<file path="config.mk">
export PLATFORM = sky130hd
export DESIGN_NAME = round_mult_pipe
export DESIGN_NICKNAME = d
export VERILOG_FILES = /design/src/rtl/round_mult_pipe.sv
export SDC_FILE = /design/constraint.sdc
export NUM_CORES = 1
export LEC_CHECK = 0
export ABC_AREA = 1
export ABC_CLOCK_PERIOD_IN_PS = 2650
export CAP_MARGIN = 15
export CELL_PAD_IN_SITES_DETAIL_PLACEMENT = 1
export CELL_PAD_IN_SITES_GLOBAL_PLACEMENT = 2
export CORE_MARGIN = 3
export CORE_UTILIZATION = 30
export DETAILED_ROUTE_END_ITERATION = 16
export DONT_BUFFER_PORTS = 1
export GPL_ROUTABILITY_DRIVEN = 0
export PLACE_DENSITY = 0.82
export SLEW_MARGIN = 20
export SYNTH_ARGS = -nofsm -noshare
export SYNTH_HDL_FRONTEND = slang
export SYNTH_SLANG_ARGS = --single-unit
</file>
<file path="constraint.sdc">
create_clock -name clk -period 2.65 [get_ports clk]
set_input_delay 0.265 -clock clk [delete_from_list [all_inputs] [get_ports clk]]
set_output_delay 0.265 -clock clk [all_outputs]
set_load 0.01 [all_outputs]
</file>
<file path="src/rtl/round_mult_pipe.sv">
// rtl/round_mult_pipe.sv - two-stage run-time-mode rounding stage for the FP multiplier (optional stats: ROUND_STATS_EN)

module round_mult_pipe #(
    parameter int MANT_W = 24,
    parameter int EXP_W  = 10
) (
    input  logic              clk,
    input  logic              rst,
    input  logic              in_valid,
    output logic              in_ready,
    input  logic [MANT_W-1:0] in_mant,
    input  logic [EXP_W-1:0]  in_exp,
    input  logic              in_guard,
    input  logic              in_sticky,
    input  logic              in_sign,
    input  logic [2:0]        in_mode,
    output logic              out_valid,
    input  logic              out_ready,
    output logic [MANT_W-1:0] out_mant,
    output logic [EXP_W-1:0]  out_exp,
    output logic              out_sign,
    output logic              out_inexact,
    output logic              out_carry,
`ifdef ROUND_STATS_EN
    output logic              out_exp_wrap,
    input  logic              stats_clr,
    output logic [31:0]       stat_inexact,
    output logic [31:0]       stat_incr
`else
    output logic              out_exp_wrap
`endif
);

    // Stage 1 holds the operands and the already-resolved increment decision,
    // so the mode never travels past stage 1.
    logic              s1_valid;
    logic [MANT_W-1:0] s1_mant;
    logic [EXP_W-1:0]  s1_exp;
    logic              s1_sign;
    logic              s1_inexact;
    logic              s1_inc;

    logic              s2_valid;
    logic              s2_adv;
    logic              s1_adv;

    logic              inexact_d;
    logic              inc_d;

    logic [MANT_W:0]   sum;
    logic              carry;
    logic [MANT_W-1:0] mant_n;
    logic [EXP_W-1:0]  exp_n;
    logic              wrap_n;

    assign s2_adv    = !s2_valid || out_ready;
    assign s1_adv    = !s1_valid || s2_adv;
    assign in_ready  = s1_adv;
    assign out_valid = s2_valid;

    assign inexact_d = in_guard | in_sticky;

    // Resolve the increment for the incoming transaction from its own mode.
    always_comb begin
        inc_d = 1'b0;
        if (inexact_d) begin
            case (in_mode)
                3'd1:    inc_d = 1'b0;
                3'd2:    inc_d = !in_sign;
                3'd3:    inc_d = in_sign;
                3'd4:    inc_d = in_sign ? (in_guard & in_sticky) : in_guard;
                3'd5:    inc_d = 1'b1;
                default: inc_d = in_guard & (in_sticky | in_mant[0]);
            endcase
        end
    end

    // Stage 1 register: capture operands whenever a transfer happens, bubble otherwise.
    always_ff @(posedge clk) begin
        if (rst) begin
            s1_valid   <= 1'b0;
            s1_mant    <= '0;
            s1_exp     <= '0;
            s1_sign    <= 1'b0;
            s1_inexact <= 1'b0;
            s1_inc     <= 1'b0;
        end else if (s1_adv) begin
            s1_valid <= in_valid;
            if (in_valid) begin
                s1_mant    <= in_mant;
                s1_exp     <= in_exp;
                s1_sign    <= in_sign;
                s1_inexact <= inexact_d;
                s1_inc     <= inc_d;
            end
        end
    end

    // Add the increment and renormalise; a carry-out can only produce 1.000...0.
    always_comb begin
        sum    = {1'b0, s1_mant} + {{MANT_W{1'b0}}, s1_inc};
        carry  = sum[MANT_W];
        mant_n = carry ? sum[MANT_W:1] : sum[MANT_W-1:0];
        exp_n  = s1_exp + {{(EXP_W-1){1'b0}}, carry};
        wrap_n = carry & (&s1_exp);
    end

    // Stage 2 register drives the outputs directly and holds them while stalled.
    always_ff @(posedge clk) begin
        if (rst) begin
            s2_valid     <= 1'b0;
            out_mant     <= '0;
            out_exp      <= '0;
            out_sign     <= 1'b0;
            out_inexact  <= 1'b0;
            out_carry    <= 1'b0;
            out_exp_wrap <= 1'b0;
        end else if (s2_adv) begin
            s2_valid <= s1_valid;
            if (s1_valid) begin
                out_mant     <= mant_n;
                out_exp      <= exp_n;
                out_sign     <= s1_sign;
                out_inexact  <= s1_inexact;
                out_carry    <= carry;
                out_exp_wrap <= wrap_n;
            end
        end
    end

`ifdef ROUND_STATS_EN
    // Saturating event counters over transactions entering stage 2; clear wins.
    always_ff @(posedge clk) begin
        if (rst || stats_clr) begin
            stat_inexact <= '0;
            stat_incr    <= '0;
        end else if (s1_valid && s2_adv) begin
            if (s1_inexact && (stat_inexact != 32'hFFFF_FFFF)) begin
                stat_inexact <= stat_inexact + 32'd1;
            end
            if (s1_inc && (stat_incr != 32'hFFFF_FFFF)) begin
                stat_incr <= stat_incr + 32'd1;
            end
        end
    end
`endif

endmodule

</file>
==> flow_metrics.tcl <==
set metrics [dict create \
    status "finished, final reports clean" \
    drt_iter0_drc 146 \
    cp-end-kind "register" \
    syn_to_final_growth_pct 15.11 \
    h-tree-depth 3 \
    dr_total_vias 3252 \
    drive_above_1_share 0.1021 \
    num_io_pins 84 \
    n_fill_cell 1469 \
    period_share 0.9122 \
    cp_slowest_stage_delay_ns 0.38 \
    final_common_cell "nand2_1" \
    synth_fa_ha_area_frac 0.01403 \
    cpMaxStageDelayCell "dfxtp_1" \
    placedInstanceArea_um2 3697 \
    synth.area.mux_share 0 \
    wirelength_um 10830 \
    min_path_type "primary input to register" \
    synthCells 516 \
    synth_top_area_cell "dfxtp_1" \
    finalInstanceArea_um2 4108 \
    worstPathCellList "ha_4, ha_4, nand2_2, nor2_4, nand3_4, nor3_4, ha_2, nand4_1, nor3_2, nand3_1, nand2_1, nand2_1, o21ai_1, inv_1" \
    port_buffers 0 \
    die_x_um 115.1 \
    clk_latency_ns 0.33 \
    yosysSeqAreaShare 0.4320 \
    layout_common_cells "nand2_1 (123), nor2_1 (94), dfxtp_1 (77), o21ai_0 (53), a21oi_1 (43)" \
    critPathMaxFanout 4 \
    overflow 0 \
    leakage_nw 1.629 \
    grt_pass1_vias 3326 \
    hold_viol_final 0 \
    first_pass_iters 4 \
    cts.clk_slew.worst_paths_ns 0.06 \
    diodes 0 \
    r2r_slack_ns 0.23 \
    wl_per_cell_um 16.36 \
    setup.worst_path.class "register to register" \
    clk_root_buffer_cell "clkbuf_16" \
    fin_cells 662 \
    worst_slew_pin_slew_ns 0.8028 \
    yosys_warnings 0 \
    synth_xor_area_frac 0.03436 \
    synth_compound_area_frac 0.1445 \
    holdCritStartpoint "rst" \
    initial_core_util 0.3099 \
    p_total_w 0.002960 \
    avgSynthCellArea_um2 6.916 \
    crit_family "simple AND/OR/NAND/NOR gates" \
    ys_types 31 \
    reg2reg_to "out_exp[9]$_SDFFE_PP0P_" \
    reg2regPathDepth 14 \
    p_per_area_nw_per_um2 720.7 \
    dieHeight_um 115.1 \
    cp-start-kind "register" \
    synth_simple_gate_area_frac 0.3170 \
    viasPerCell 4.912 \
    placed_cells 643 \
    grt_pass1_wl_um 17460 \
    cts_tree "done" \
    clk_path_buf_depth 2 \
    hold_end "out_exp[5]$_SDFFE_PP0P_" \
    drc 0 \
    core-area_um2 11520 \
    synth_top_family_by_area "simple AND/OR/NAND/NOR gates" \
    antenna_found_initial 0 \
    dp_hpwl_um 8178 \
    min_path_cells 3 \
    crit_start "s1_inc$_SDFFE_PP0P_" \
    ys_ff_latch 77 \
    fmax_mhz 413.7 \
    rows 39 \
    yosysTopAreaCellShare 0.4320 \
    syn_nets 564 \
    syn_area_um2 3568 \
    final_nets 562 \
    min_period_ns 2.417 \
    cts_buffers 9 \
    critPathBufInv 1 \
    arrival_ns 2.65 \
    reg2reg_from "s1_inc$_SDFFE_PP0P_" \
    slew_violations 0 \
    relSlewSlack 0.4642 \
    tns_ns 0 \
    grt_max_degree 47 \
    drv_cap 0 \
    cp.required_ns 2.88 \
    ir_drop_mv 0.2515 \
    grt_use_total 0.1676 \
    final-setup-viol-count 0 \
    synth.area.top_cells "dfxtp_1 (43%), nand2_1 (13%), nor2_1 (9.9%)" \
    die_area_um2 13240 \
    cts.sinks 77 \
    ant_nets 0 \
    skew_ns 0.006228 \
]
[cell families after synthesis]
group | after synthesis
AOI/OAI and AO/OA | 101
xor gates and xnor gates | 14
adders and majority gates | 4
buffers and inverters | 53
DFF | 77
and+or+nand+nor | 267
[flip-flops by register name, indices dropped and copies added, names as in the netlist, 10 cells and up]
name and count:
s1_exp 10, out_exp 10, out_mant 24, s1_mant 24
[Yosys cell counts]
master	number
o21ai_0	53
clkbuf_1	15
nand4_1	5
buf_1	1
or2_2	2
nor2_2	11
nand2_2	2
nand3_4	1
nor2_1	94
nand3_1	19
or2_1	1
nand3_2	2
o21ai_1	2
ha_1	4
xnor2_1	6
o21ai_2	1
inv_2	4
buf_2	4
nor3_1	2
dfxtp_1	77
inv_1	26
nor3_2	2
buf_4	1
nand3b_1	1
o21a_1	1
xor2_1	8
a21oi_1	43
nor2_4	1
nand2_1	124
a21oi_2	1
clkinv_1	2
[worst max path at each step]
stage	endpoint	slack (ns)	depth (start not counted)
4_1_cts	out_exp[9]$_SDFFE_PP0P_	0.1	14
5_1_grt	out_exp[9]$_SDFFE_PP0P_	-0.02	14
6_report	out_exp[9]$_SDFFE_PP0P_	0.23	14
3_3_place_gp	out_exp[9]$_SDFFE_PP0P_	0.29	14
3_5_place_dp	out_exp[9]$_SDFFE_PP0P_	0.13	14
2_1_floorplan	out_exp[9]$_SDFFE_PP0P_	0.54	14
[tightest hold or removal path: cells and delay by family]
kind	cells	cell delay, ns
AO/OA/AOI/OAI	1	0.06
buffers and inverters	1	0.04
AND/OR/NAND/NOR	1	0.02
[stage by stage]
| stage | util | hold WS, ns | setup WS, ns |
|---|---|---|---|
| 2_1_floorplan | - | 0.4275 | 0.5364 |
| 3_3_place_gp | 0.3211 | 0.3322 | 0.2909 |
| 3_5_place_dp | 0.3211 | 0.3333 | 0.1278 |
| 4_1_cts | 0.3516 | 0.07903 | 0.09932 |
| 5_1_grt | 0.3567 | 0.09020 | -0.02320 |
| 6_report | 0.3567 | 0.09293 | 0.2326 |
[power by group]
part / internal (W) / total (W) / leakage [nW] / switching [W]
combinational: 0.0000817 / 0.000233 / 0.828 / 0.000151
clock: 0.000945 / 0.00141 / 0.167 / 0.000469
sequential: 0.00123 / 0.00131 / 0.634 / 0.0000854
total: 0.00225 / 0.00296 / 1.63 / 0.000705
[layout make-up]
type	instances	area [um2]	area share
Timing Repair Buffer	8	57.56	0.01401
Clock buffer	12	246.5	0.06001
Inverter	32	120.1	0.02924
Clock inverter	4	95.09	0.02315
Sequential cell	77	1541	0.3753
Multi-Input combinational cell	386	1868	0.4548
Tap cell	143	178.9	0.04356
[metal layers]
layer | GRT usage | vias to the layer above | routed length [um]
met5 | 0 | - | 0
met4 | 0.06338 | 0 | 211
met3 | 0.05737 | 13 | 905
met2 | 0.2515 | 77 | 4674
met1 | 0.2225 | 1506 | 5039
li1 | - | 1656 | -
[repair_timing]
action / in CTS / in global routing
hold buffers: 1 / 0
endpoints found under the setup margin: 0 / 4
gates resized for setup: 0 / 9
hold endpoints to repair: 27 / 0
buffers inserted: 0 / 2
Note: power is estimated with default switching activity, not from simulation.
